--- config.mk ---
export PLATFORM = sky130hd
export DESIGN_NAME = torpedo_fire_ctrl
export DESIGN_NICKNAME = d
export VERILOG_FILES = /design/src/rtl/torpedo_pkg.sv /design/src/rtl/fire_debounce.sv /design/src/rtl/torpedo_fire_ctrl.sv
export SDC_FILE = /design/constraint.sdc
export NUM_CORES = 1
export LEC_CHECK = 0
export BUFFER_PORTS_ARGS = -buffer_cell sky130_fd_sc_hd__buf_2
export CAP_MARGIN = 20
export CORE_MARGIN = 2
export CORE_UTILIZATION = 47
export DETAILED_ROUTE_END_ITERATION = 10
export PLACE_DENSITY = 0.79
export SLEW_MARGIN = 5
export SYNTH_ARGS = -nofsm -noshare
export SYNTH_HDL_FRONTEND = slang
export SYNTH_SLANG_ARGS = --single-unit
--- constraint.sdc ---
create_clock -name clk -period 2.3 [get_ports clk]
set_input_delay 0.115 -clock clk [delete_from_list [all_inputs] [get_ports clk]]
set_output_delay 0.115 -clock clk [all_outputs]
set_load 0.01 [all_outputs]
--- src/rtl/torpedo_pkg.sv ---
// -----------------------------------------------------------------------------
// torpedo_pkg
// Shared definitions for the torpedo fire controller:
//   fire_state_t : controller FSM states
//   TRIG_W       : width of the signed trig ROM sine/cosine words
//   MAX_SLOTS    : upper bound on the number of torpedo slots
//   lowest_free  : isolates the lowest set bit of a slot mask (one-hot result)
// -----------------------------------------------------------------------------
package torpedo_pkg;

   localparam int TRIG_W    = 18;
   localparam int MAX_SLOTS = 8;

   typedef enum logic [2:0] {
      IDLE     = 3'd0,
      FETCH    = 3'd1,
      SELECT   = 3'd2,
      COOLDOWN = 3'd3,
      RELEASE  = 3'd4
   } fire_state_t;

   // mask & -mask keeps only the lowest set bit; an empty mask yields zero.
   function automatic logic [MAX_SLOTS-1:0] lowest_free(input logic [MAX_SLOTS-1:0] mask);
      return mask & (~mask + MAX_SLOTS'(1));
   endfunction

endpackage

--- src/rtl/fire_debounce.sv ---
// -----------------------------------------------------------------------------
// fire_debounce
// Frame-based debouncer for the raw fire button. A test flag is armed on every
// vsync and cleared by any low sample of the button in the following frame;
// the next vsync transfers it to deb. deb is therefore high only when the
// button was held on every non-vsync cycle of the previous frame.
// Ports:
//   clk, resetN : clock, asynchronous active-low reset
//   vsync       : one-cycle frame pulse
//   btn         : raw button level, active-high
//   deb         : debounced button level, changes only on vsync
// -----------------------------------------------------------------------------
module fire_debounce (
   input  logic clk,
   input  logic resetN,
   input  logic vsync,
   input  logic btn,
   output logic deb
);

   logic test;

   // NOTE: sequential state uses non-blocking assignments so deb samples the
   // pre-edge value of test while test is re-armed on the same vsync edge.
   always_ff @(posedge clk or negedge resetN) begin
      if (!resetN) begin
         test <= 1'b0;
         deb  <= 1'b0;
      end else if (vsync) begin
         deb  <= test;
         test <= 1'b1;
      end else begin
         test <= test & btn;
      end
   end

endmodule

--- src/rtl/torpedo_fire_ctrl.sv ---
// -----------------------------------------------------------------------------
// torpedo_fire_ctrl
// Initiator side of the torpedo fire protocol. A debounced press fetches the
// launch sin/cos for the current ship angle from the trig ROM, then fires a
// one-cycle one-hot launch pulse into the lowest free torpedo slot. A frame
// cooldown and a release-before-refire rule limit the fire rate.
//
// Optional build macro: TORPEDO_AUTOFIRE_EN
//   defined   : holding the button re-fires every COOLDOWN_FRAMES frames
//   undefined : one shot per press, the button must be released in between
//
// Ports:
//   clk, resetN  : clock, asynchronous active-low reset
//   vsync        : one-cycle frame pulse
//   fire_btn     : raw fire button level
//   angle_in     : current ship angle index (0..359)
//   sin_in/cos_in: trig ROM outputs, valid TRIG_LAT cycles after trig_addr is
//                  issued (the trig_addr register counts as the first cycle)
//   slot_busy    : per-slot "torpedo flying" level
//   slot_dead    : per-slot one-cycle death pulse (slot counts as free)
//   trig_addr    : trig ROM address, latched at the start of a fetch
//   launch       : one-hot, one-cycle launch pulse
//   sin_out/cos_out : launch direction, valid with launch, held until the
//                  next fetch completes
//   fire_deb     : debounced button
//   shot_dropped : one-cycle pulse when a shot finds every slot occupied
//   ready        : high while idle
// -----------------------------------------------------------------------------
module torpedo_fire_ctrl
   import torpedo_pkg::*;
#(
   parameter int TORPEDOS        = 4,
   parameter int ANGLE_W         = 9,
   parameter int TRIG_LAT        = 2,
   parameter int COOLDOWN_FRAMES = 8
) (
   input  logic                     clk,
   input  logic                     resetN,
   input  logic                     vsync,
   input  logic                     fire_btn,
   input  logic [ANGLE_W-1:0]       angle_in,
   input  logic signed [TRIG_W-1:0] sin_in,
   input  logic signed [TRIG_W-1:0] cos_in,
   input  logic [TORPEDOS-1:0]      slot_busy,
   input  logic [TORPEDOS-1:0]      slot_dead,
   output logic [ANGLE_W-1:0]       trig_addr,
   output logic [TORPEDOS-1:0]      launch,
   output logic signed [TRIG_W-1:0] sin_out,
   output logic signed [TRIG_W-1:0] cos_out,
   output logic                     fire_deb,
   output logic                     shot_dropped,
   output logic                     ready
);

   localparam int LAT_W = 3;                              // TRIG_LAT <= 4
   localparam int CD_W  = $clog2(COOLDOWN_FRAMES + 1);

   fire_state_t                state;
   logic                       fire_deb_q;
   logic                       press;
   logic [LAT_W-1:0]           lat_cnt;
   logic                       lat_done;
   logic [CD_W-1:0]            cd_cnt;
   logic [TORPEDOS-1:0]        free_mask;
   logic [MAX_SLOTS-1:0]       pick_ext;
   logic [TORPEDOS-1:0]        pick;
   logic                       any_free;

   fire_debounce u_debounce (
      .clk    (clk),
      .resetN (resetN),
      .vsync  (vsync),
      .btn    (fire_btn),
      .deb    (fire_deb)
   );

   assign press     = fire_deb & ~fire_deb_q;
   assign lat_done  = (lat_cnt + LAT_W'(1)) == LAT_W'(TRIG_LAT);

   // A slot whose torpedo dies this very cycle is reusable immediately.
   assign free_mask = ~slot_busy | slot_dead;
   assign pick_ext  = lowest_free(MAX_SLOTS'(free_mask));
   assign pick      = pick_ext[TORPEDOS-1:0];
   assign any_free  = |pick_ext;

   assign ready     = (state == IDLE);

   always_ff @(posedge clk or negedge resetN) begin
      if (!resetN) begin
         state        <= IDLE;
         fire_deb_q   <= 1'b0;
         trig_addr    <= '0;
         lat_cnt      <= '0;
         cd_cnt       <= '0;
         sin_out      <= '0;
         cos_out      <= '0;
         launch       <= '0;
         shot_dropped <= 1'b0;
      end else begin
         fire_deb_q   <= fire_deb;
         // Pulses fall back to zero unless re-asserted below.
         launch       <= '0;
         shot_dropped <= 1'b0;

         case (state)
            IDLE: begin
               if (press) begin
                  trig_addr <= angle_in;
                  lat_cnt   <= '0;
                  state     <= FETCH;
               end
            end

            FETCH: begin
               lat_cnt <= lat_cnt + LAT_W'(1);
               if (lat_done) begin
                  sin_out <= sin_in;
                  cos_out <= cos_in;
                  state   <= SELECT;
               end
            end

            SELECT: begin
               if (any_free) begin
                  launch <= pick;
                  cd_cnt <= CD_W'(COOLDOWN_FRAMES);
                  state  <= COOLDOWN;
               end else begin
                  shot_dropped <= 1'b1;
                  state        <= RELEASE;
               end
            end

            COOLDOWN: begin
               if (cd_cnt == '0) begin
`ifdef TORPEDO_AUTOFIRE_EN
                  if (fire_deb) begin
                     trig_addr <= angle_in;
                     lat_cnt   <= '0;
                     state     <= FETCH;
                  end else begin
                     state <= IDLE;
                  end
`else
                  state <= RELEASE;
`endif
               end else if (vsync) begin
                  cd_cnt <= cd_cnt - CD_W'(1);
               end
            end

            RELEASE: begin
               if (!fire_deb) begin
                  state <= IDLE;
               end
            end

            default: state <= IDLE;
         endcase
      end
   end

endmodule

# After elaboration in Yosys (flattened, before gate mapping)
# Cells that the tools add are included.
[totals]
input_bits = 57
output_inout_bits = 52
elab_cells = 60
ff_bits = 63
[op_classes]
n_addsub = 3
bitwise_logic = 7
mux = 17
n_eq_ne = 12
n_reduce_logical = 10
[op_table]
columns = ["cell", "n"]
rows = [
  ["$mux 4", 5],
  ["$mux 3", 6],
  ["$pmux 3 s5", 1],
  ["$ne 2x2->1 const B", 6],
  ["$eq 3x2->1 const B", 3],
  ["$add 8x1->8 const B", 1],
  ["$and 4x8->8", 1],
  ["$not 4->8", 1],
  ["$pmux 4 s2", 1],
  ["$reduce_and 4->1", 2],
  ["$reduce_or 8->1", 1],
  ["$pmux 3 s2", 1],
  ["$reduce_and 2->1", 3],
  ["$logic_not 4->1", 1],
  ["$not 4->4", 1],
  ["$or 4x4->4", 1],
  ["$reduce_bool 2->1", 2],
  ["$sub 4x1->4 const B", 1],
  ["$add 3x1->3 const B", 1],
  ["$eq 3x1->1 const B", 1],
  ["$eq 3x3->1 const B", 1],
  ["$logic_not 3->1", 1],
  ["$mux 1", 3],
  ["$and 1x1->1", 2],
  ["2 further kinds", 2],
]

# Logic depth before layout (Yosys ltp)
# Gate-level depths: netlist of the first run.
[logic_depth]
word_depth = 8
mapped_depth = 6
depth_no_buf = 5

# Modules after synthesis
# From an unflattened synthesis of the first run, not the netlist that was laid out.
[hier_totals]
hier_cells = 175
hier_area_um2 = 2668.8
[by_module_without_submodules]
columns = ["module", "cells_per_inst", "instances", "area_per_inst_um2", "seq_area_each_um2"]
rows = [
  ["torpedo_fire_ctrl", 171, 1, 2595.0, 1526.5],
  ["fire_debounce", 4, 1, 73.8, 50.0],
]

# Least setup slack after synthesis of the first run
# No wires, ideal clock.
[synth_timing]
kind = "flip-flop to flip-flop"
startpoint = "register lat_cnt[0]"
endpoint = "register cos_out[0]"
setup_ns = 0.128
t_arrival_ns = 1.691
path_stages_with_launch = 6
setup_slack_ns = 0.482
n_path_buf = 1
required_ns = 2.172
cell_sequence = "dfrtp_1 -> ha_1 -> xor2_1 -> nor3_4 -> buf_4 -> mux2_1"
[synth_via]
elab_chain_cells = 3
[synth_lines]
columns = ["item", "line", "text"]
rows = [
  ["start, declared", "torpedo_fire_ctrl.sv:61", "logic [LAT_W-1:0] lat_cnt;"],
  ["start signal, assigned", "torpedo_fire_ctrl.sv:115", "lat_cnt <= lat_cnt + LAT_W'(1);"],
  ["$add 3x1->3", "torpedo_fire_ctrl.sv:78", "assign lat_done = (lat_cnt + LAT_W'(1)) == LAT_W'(TRIG_LAT);"],
  ["$eq 3x2->1", "torpedo_fire_ctrl.sv:78", ""],
  ["$reduce_and 2->1 (no source line)", "n/a", ""],
  ["end signal, assigned", "torpedo_fire_ctrl.sv:118", "cos_out <= cos_in;"],
  ["end, declared", "torpedo_fire_ctrl.sv:49", "output logic signed [TRIG_W-1:0] cos_out,"],
]
# No other way between the ends.
# A chain may end at the register's enable or synchronous reset.

# Worst setup path in the final report of the first run
[layout_timing]
startpoint = "register lat_cnt[0]"
endpoint = "register sin_out[4]"
[layout_via]
elab_chain_cells = 3
[layout_lines]
columns = ["item", "line", "text"]
rows = [
  ["$add 3x1->3", "torpedo_fire_ctrl.sv:78", ""],
  ["$eq 3x2->1", "torpedo_fire_ctrl.sv:78", ""],
  ["$reduce_and 2->1 (no source line)", "n/a", ""],
  ["end signal, assigned", "torpedo_fire_ctrl.sv:117", "sin_out <= sin_in;"],
  ["end, declared", "torpedo_fire_ctrl.sv:48", "output logic signed [TRIG_W-1:0] sin_out,"],
]
# No other way between the ends.

==> results of run 1 <==
-- metal layers --
layer  GRT usage  vias up  share of wire
met5           0        -              0
met4      0.0877        0          0.018
met3      0.0460       10          0.075
met1       0.223      933           0.44
li1            -      916              -
met2       0.305       86           0.47
-- worst max-delay path: cells and delay by family, from the launching register on --
family / cells / cell delay, ns
multiplexers: 1 / 0.36
flip-flops: 1 / 0.41
buffers and inverters: 1 / 0.24
adder cells (fa/ha/maj): 1 / 0.24
AND/OR/NAND/NOR: 1 / 0.22
XOR/XNOR: 1 / 0.21
-- per-stage QoR --
step	util	setup WS [ns]	std cells	total power, mW	cell area (µm²)
2_1_floorplan	-	0.482	182	2.93	2600
3_3_place_gp	0.597	0.537	360	3.54	3250
3_5_place_dp	0.597	0.491	360	3.63	3250
4_1_cts	0.656	0.485	390	4.50	3570
5_1_grt	0.656	0.395	390	4.78	3570
6_report	0.656	0.479	390	4.45	3570
-- kinds of logic after synthesis --
| family | count (synthesis) | synth area share |
|---|---|---|
| buffers and inverters | 13 | 0.0245 |
| muxes | 46 | 0.199 |
| xor gates and xnor gates | 1 | 0.00336 |
| and+or+nand+nor | 34 | 0.0913 |
| AOI/OAI and AO/OA | 21 | 0.0572 |
| adders and majority gates | 4 | 0.0192 |
| DFF | 63 | 0.605 |
-- report_power, final --
group          internal [mW]  switching (mW)  total [mW]
Combinational          0.887           0.819        1.71
Sequential              1.60           0.300        1.90
Clock                  0.447           0.396       0.843
Total                   2.94            1.51        4.45
-- sequential cells by signal, summed over array words and instances, names as in the netlist --
name / cells
lat_cnt: 3
shot_dropped: 1
sin_out: 18
trig_addr: 9
launch: 4
cos_out: 18
fire_deb_q: 1
u_debounce.test: 1
u_debounce.deb: 1
state: 3
cd_cnt: 4
-- layout by cell type, fill, tap and decap left out, types with 2 or more instances in the layout --
cell type      instances
a21o_1                 2
a21oi_1                2
buf_2                108
buf_4                  4
clkbuf_1               2
clkbuf_8              11
clkinv_2               2
dfrtp_1               63
dlygate4sd3_1         14
ha_1                   4
inv_1                  6
mux2_1                30
mux2_2                16
nand2_1                2
nand2b_1               4
nand3_1                2
nor2_1                 3
nor2b_1                4
nor3_1                 3
nor3b_1                3
nor4bb_1               2
o21ai_0                6
o21bai_1               2
or3b_2                 2
-- cell type report --
cell class              instances  area [µm²]
fillers                       430        1870
flip-flops and latches         63        1580
multi-input cells             106         970
repair buffers                127         731
clock buffers                  13         159
well taps                      72        90.1
inverters                       6        22.5
clock inverters                 3        17.5
-- worst min path at each step --
stage | depth (start not counted) | slack (ns) | to | from
floorplan | 0 | -0.18 | cd_cnt[0]$_DFFE_PN0P_ | resetN
global placement | 1 | 0.26 | trig_addr[6]$_DFFE_PN0P_ | resetN
detailed placement | 1 | 0.26 | trig_addr[2]$_DFFE_PN0P_ | resetN
CTS | 2 | 0.002 | cos_out[8]$_DFFE_PN0P_ | cos_in[8]
global route | 2 | 0.002 | cos_out[8]$_DFFE_PN0P_ | cos_in[8]
finish | 2 | 0.008 | sin_out[5]$_DFFE_PN0P_ | sin_in[5]
==> impl_metrics.toml, run 1 <==
[run_status]
status = "complete, no violations"

[setup_path]
setup.worst_path.start = "lat_cnt[0]$_DFFE_PN0P_"
r2r_cells = 5
cp.required_ns = 2.50
max_stage_delay_ns = 0.41
startpoint_type = "flop"
path_cells = "ha_1 -> xor2_1 -> nor3_4 -> buf_12 -> mux2_1"
worstReg2RegEnd = "sin_out[4]$_DFFE_PN0P_"
critPathKind = "flop to flop"
crit_fanout = 36
crit_path_end_kind = "flop"
crit_slowest_cell = "dfrtp_1"
rrSetupSlack_ns = 0.48
worstPathArrival_ns = 2.02
setup.worst_path.end = "sin_out[4]$_DFFE_PN0P_"
reg2reg_from = "lat_cnt[0]$_DFFE_PN0P_"

[global_routing]
grtUsageTotal = 0.183
gr-total-overflow = 0
grt_pass1_wl_mm = 8.80
grt_pass1_vias = 2012
grt_max_degree = 39
antenna_found_initial = 0

[clock_network]
worstSkewPairLatency_ns = 0.32
clkSinkCount = 63
cts_buffers = 9
hold_buffers = 14
clk_pin_slew_ns = 0.07
ctsResizeCount = 0
postCtsSetupBuffers = 0
cts_root_buf = "clkbuf_8"
clock_path_buffers = 2
h-tree-depth = 3
cts_tree = "done"

[logic_synthesis]
synth_warnings = 0
synth_edf_count = 0
yosysUniqueCellTypes = 39
netlist_top_cells_count = "dfrtp_1 (63), mux2_1 (30), mux2_2 (16)"
ys_seq_elements = 63
avgSynthCellArea_um2 = 14.3
ys_seq_area_frac = 0.605
synthMostInstantiatedCell = "dfrtp_1"
syn_inst = 182
synth.largest_area_cell = "dfrtp_1"
synth_flop_cell = "dfrtp_1"
netlist.area_leader.share = 0.605
synthTopCellsByArea = "dfrtp_1 (61%), mux2_1 (13%), mux2_2 (6.9%), ha_1 (1.9%), nor4bb_1 (1.2%)"
syn_area_um2 = 2600
async_reset_ff_frac = 1.00
synth_nets = 243

[floorplan]
fp.coreArea_um2 = 5440
io_pins = 109
die_h_um = 78.4
die_area_um2 = 6150
initial_core_util = 0.479
die_w_um = 78.4
std_cell_rows = 27

[finish]
final_layout_size_suffix_gt1_frac = 0.472
antenna_cells = 0
nNetsFinal = 374
syn_to_final_growth_pct = 37.0

[sta]
period_minus_slack_ns = 1.82
rsz0062_at_grt = "false"
fin_crit_sh = 0.792
tightest_slew_ns = 0.808
hold_violations = 0
report.final.slew_viol_count = 0
slew_headroom = 0.461
finClkSkew_ns = 0.00667
final.setup.tns_ns = 0
setup_viol = 0
whs_ns = 0.00794
fmax_ghz = 0.549

[pwr]
powerDensity_nw_per_um2 = 1250
worst_ir_drop_vdd_v = 0.000694
p_leak_nw = 1.75

[drt]
wire_per_inst_um = 13.2
drt_iter0_markers = 38
wirelength_mm = 5.15
drc_errors = 0
drt-pass1-iter-count = 4
dr_total_vias = 1945
antenna_left = 0
viasPerCell = 4.99

[place]
hpwl_mm = 3.64
gp_congestion = 0.718
port_buffers = 108

[job]
cap_violations = 0

[hold_path]
min_path_type = "input port to flop"
Note: power is estimated with default switching activity, not from simulation.
==> inputs of run 2 (changes only) <==
clock period = 1.8 ns   (was 2.3 ns; I/O delays follow)
==> impl_metrics.toml, run 2 (synthesis gave the netlist of run 1 again) <==
[sta]
whs_ns = 0.0439
fin_crit_sh = 0.966
hold_violations = 0
setup_viol = 0
fmax_ghz = 0.575
finClkSkew_ns = 0.00412
slew_headroom = 0.689
report.final.slew_viol_count = 0
setup_slack_ns = 0.0606
rsz0062_at_grt = "true"
period_minus_slack_ns = 1.74
tightest_slew_ns = 0.466

[clock_network]
h-tree-depth = 3
worstSkewPairLatency_ns = 0.33
postCtsSetupBuffers = 0
cts_buffers = 9
cts_tree = "done"
cts_root_buf = "clkbuf_8"
clk_pin_slew_ns = 0.06
clkSinkCount = 63
clock_path_buffers = 2

[place]
gp_congestion = 0.764
numPlacedInstances = 363
hpwl_mm = 3.79
dp_slack_ns = 0.0291
port_buffers = 108

[pwr]
worst_ir_drop_vdd_v = 0.000946
p_leak_nw = 1.91
finalPower_mw = 5.79
powerDensity_nw_per_um2 = 1470

[setup_path]
crit_buf_inv = 1
crit_family = "flip-flops"
crit_slowest_cell = "dfrtp_1"
critPathKind = "flop to flop"
worstReg2RegEnd = "sin_out[15]$_DFFE_PN0P_"
startpoint_type = "flop"
max_stage_delay_ns = 0.42
worstPathArrival_ns = 1.95
path_cells = "ha_2 -> xor2_2 -> nor3_4 -> buf_12 -> mux2_1"
cp.required_ns = 2.01
r2r_cells = 5
crit_fanout = 32
reg2reg_from = "lat_cnt[0]$_DFFE_PN0P_"
rrSetupSlack_ns = 0.06
crit_path_end_kind = "flop"

[finish]
mostFrequentLayoutCells = "buf_2 (108), dfrtp_1 (62), dlygate4sd3_1 (48), mux2_1 (30), mux2_2 (16)"
register_area_um2 = 1580
reg.largest.list = "cos_out (18), sin_out (18), trig_addr (9)"
multi_input_area_um2 = 982
final_common_cell = "buf_2"
final_layout_size_suffix_gt1_frac = 0.444
nFillCells = 375
nNetsFinal = 411
syn_to_final_growth_pct = 51.4
antenna_cells = 0
fin_cells = 426
final_util = 0.725

[floorplan]
die_h_um = 78.4
std_cell_rows = 27
io_pins = 109
initial_core_util = 0.479
die_w_um = 78.4
die_area_um2 = 6150
fp.coreArea_um2 = 5440

[run_status]
status = "complete, no violations"

[drt]
wirelength_mm = 6.15
drc_errors = 0
antenna_left = 0
drt_iter0_markers = 79
viasPerCell = 5.00
drt-pass1-iter-count = 4
wire_per_inst_um = 14.4
dr_total_vias = 2130

[global_routing]
grt_max_degree = 45
grt_pass1_vias = 2190
grtUsageTotal = 0.212
grt_pass1_wl_mm = 9.99
antenna_found_initial = 0
gr-total-overflow = 0

[hold_path]
hold_start = "slot_dead[0]"
min_to = "launch[0]$_DFF_PN0_"
min_path_type = "input port to flop"
min_path_cells = 3

[job]
cap_violations = 0
## run 2: changes by cell type in the layout (fill, tap and decap cells not counted), sizes merged
cell / change
dlygate4sd3: +34
clkinv: +1
clkbuf: -2
buf: +3
## run 2: report_power, final
group / total, mW / switching (mW) / internal, mW
Clock: 1.02 / 0.499 / 0.522
Sequential: 2.43 / 0.379 / 2.05
Combinational: 2.34 / 1.10 / 1.23
Total: 5.79 / 1.98 / 3.81
## run 2: layout make-up
cell class,count,share of cell area
inverter,6,0.00571
timing repair buffer,164,0.281
tap,72,0.0228
multi-input combinational,106,0.249
clock buffer,11,0.0359
sequential,63,0.400
clock inverter,4,0.00571
## run 2: tightest hold or removal path, stage by stage
cell and delay [ns]:
buf_2 0.08, nor2b_1 0.07, nor2_1 0.09
## run 2: stage by stage
step / setup TNS [ns] / instance area [µm²]
CTS: 0 / 3930
global route: -0.0212 / 3940
global placement: 0 / 3280
floorplan: 0 / 2600
finish: 0 / 3940
detailed placement: 0 / 3280
## run 2: routing by layer
| layer | global-route usage | vias to the layer above | wire (µm) |
|---|---|---|---|
| met5 | 0 | - | 0 |
| met1 | 0.240 | 1038 | 2460 |
| met4 | 0.0982 | 0 | 123 |
| met3 | 0.0609 | 10 | 421 |
| met2 | 0.372 | 89 | 3140 |
| li1 | - | 993 | - |
## run 2: timing repair
action | in CTS | in global routing
endpoints found under the hold margin | 65 | 0
hold buffers | 48 | 0
gates resized for setup | 0 | 4
setup endpoints to repair | 0 | 41
## run 2: worst max path at each step
stage / startpoint / to / slack [ns] / depth (start not counted)
floorplan: lat_cnt[0]$_DFFE_PN0P_ / cos_out[0]$_DFFE_PN0P_ / 0.03 / 5
global placement: lat_cnt[0]$_DFFE_PN0P_ / cos_out[14]$_DFFE_PN0P_ / 0.08 / 5
detailed placement: lat_cnt[0]$_DFFE_PN0P_ / sin_out[15]$_DFFE_PN0P_ / 0.03 / 5
CTS: lat_cnt[0]$_DFFE_PN0P_ / sin_out[15]$_DFFE_PN0P_ / 0.02 / 5
global route: lat_cnt[0]$_DFFE_PN0P_ / cos_out[7]$_DFFE_PN0P_ / -0.007 / 5
finish: lat_cnt[0]$_DFFE_PN0P_ / sin_out[15]$_DFFE_PN0P_ / 0.06 / 5
==> inputs of run 3 (changes only) <==
==> constraint.sdc (replaced) <==
create_clock -name clk -period 1.8 [get_ports clk]
set_input_delay 0.36 -clock clk [delete_from_list [all_inputs] [get_ports clk]]
set_output_delay 0.36 -clock clk [all_outputs]
set_load 0.01 [all_outputs]
==> impl_metrics.toml, run 3 (synthesis gave the netlist of run 1 again) <==
[clock_network]
worstSkewPairLatency_ns = 0.33
cts_root_buf = "clkbuf_8"
h-tree-depth = 3
cts_tree = "done"
cts_buffers = 9
postCtsSetupBuffers = 0
clock_path_buffers = 2
clk_pin_slew_ns = 0.06
clkSinkCount = 63

[drt]
drc_errors = 0
drt-pass1-iter-count = 4
wirelength_mm = 5.06
antenna_left = 0
dr_total_vias = 1908
wire_per_inst_um = 13.3
viasPerCell = 5.03
drt_iter0_markers = 61

[global_routing]
antenna_found_initial = 0
grtUsageTotal = 0.178
gr-total-overflow = 0
grt_max_degree = 45
grt_pass1_vias = 1901
grt_pass1_wl_mm = 8.43

[finish]
register_area_um2 = 1580
nFillCells = 439
mostFrequentLayoutCells = "buf_2 (108), dfrtp_1 (62), mux2_1 (30), mux2_2 (16), clkbuf_8 (10)"
design_area_um2 = 3470
reg.largest.list = "cos_out (18), sin_out (18), trig_addr (9)"
antenna_cells = 0
fin_cells = 379
syn_to_final_growth_pct = 33.3
multi_input_area_um2 = 982
final_layout_size_suffix_gt1_frac = 0.511
nNetsFinal = 364
final_util = 0.638
final_common_cell = "buf_2"

[floorplan]
io_pins = 109
initial_core_util = 0.479
die_w_um = 78.4
fp.coreArea_um2 = 5440
die_h_um = 78.4
std_cell_rows = 27
die_area_um2 = 6150

[setup_path]
critPathKind = "flop to flop"
startpoint_type = "flop"
crit_fanout = 32
cp.required_ns = 2.01
worstPathArrival_ns = 1.94
crit_path_end_kind = "flop"

[sta]
hold_violations = 0
final.setup.tns_ns = 0
slew_headroom = 0.687
whs_ns = 0.228
tightest_slew_ns = 0.470
setup_viol = 0
rsz0062_at_grt = "true"
period_minus_slack_ns = 1.73
report.final.slew_viol_count = 0
fmax_ghz = 0.577
finClkSkew_ns = 0.00563
fin_crit_sh = 0.962

[place]
numPlacedInstances = 363
gp_congestion = 0.764
dpl_cell_area_um2 = 3280
hpwl_mm = 3.79
port_buffers = 108

[pwr]
power.share.sequential = 0.427
pwr-share-clk = 0.180
p_leak_nw = 1.71
p_switching_mw = 1.92
worst_ir_drop_vdd_v = 0.000946
p_int_mw = 3.74
switching_share = 0.339
powerDensity_nw_per_um2 = 1630
combPwrFrac = 0.394

[run_status]
status = "complete, no violations"

[hold_path]
min_path_type = "input port to flop"

[job]
cap_violations = 0
[run 3: cell types whose count changed in the layout (fill, tap and decap cells not counted)]
| cell | previous run | this run |
|---|---|---|
| dlygate4sd3_1 | 48 | 1 |
[run 3: final cells by class]
type                    instances  area share
flip-flops and latches         63       0.454
multi-input cells             106       0.283
repair buffers                117       0.183
clock buffers                  11      0.0407
well taps                      72      0.0259
clock inverters                 4     0.00649
inverters                       6     0.00649
[run 3: power by group through the flow]
stage                     combinational, mW  sequential (mW)  clock, mW
final                                  2.23             2.41       1.02
after CTS                              2.26             2.41       1.06
after global routing                   2.45             2.50       1.13
after global placement                 2.17             2.40          0
after detailed placement               2.26             2.43          0
after floorplan                        1.12             2.62          0
[run 3: repair_timing]
item,4_1_cts,5_1_grt
resized for setup,0,4
setup endpoints to repair,0,41
hold buffers,1,0
endpoints found under the hold margin,19,0
[run 3: path summary, 6_finish.rpt]
check / startpoint / to / slack, ns / depth (start not counted)
setup reg to reg: lat_cnt[0]$_DFFE_PN0P_ / cos_out[10]$_DFFE_PN0P_ / 0.07 / 5
hold reg to reg: u_debounce.deb$_DFFE_PN0P_ / fire_deb_q$_DFF_PN0_ / 0.46 / 0
max in group asynchronous: resetN / state[1]$_DFFE_PN0P_ / 0.69 / 3
min in group asynchronous: resetN / launch[0]$_DFF_PN0_ / 0.52 / 2
setup / recovery: lat_cnt[0]$_DFFE_PN0P_ / cos_out[10]$_DFFE_PN0P_ / 0.07 / 5
hold / removal: fire_btn / u_debounce.test$_DFF_PN0_ / 0.23 / 2
[run 3: stage by stage]
stage	worst slack [ns]	power (mW)
floorplan	0.0325	3.75
global placement	0.0835	4.57
detailed placement	0.0291	4.69
CTS	0.0196	5.73
global route	-0.00271	6.08
finish	0.0677	5.66
[run 3: metal layers]
metal | GRT usage | routed length, µm | up-vias
met5 | 0 | 0 | -
met4 | 0.0737 | 72 | 0
met3 | 0.0724 | 464 | 7
met2 | 0.290 | 2400 | 85
met1 | 0.211 | 2120 | 919
li1 | - | - | 897
[run 3: critical path, stage by stage (launching register included)]
cell,delay [ns]
dfrtp_1,0.42
ha_2,0.23
xor2_2,0.20
nor3_4,0.18
buf_12,0.23
mux2_1,0.35
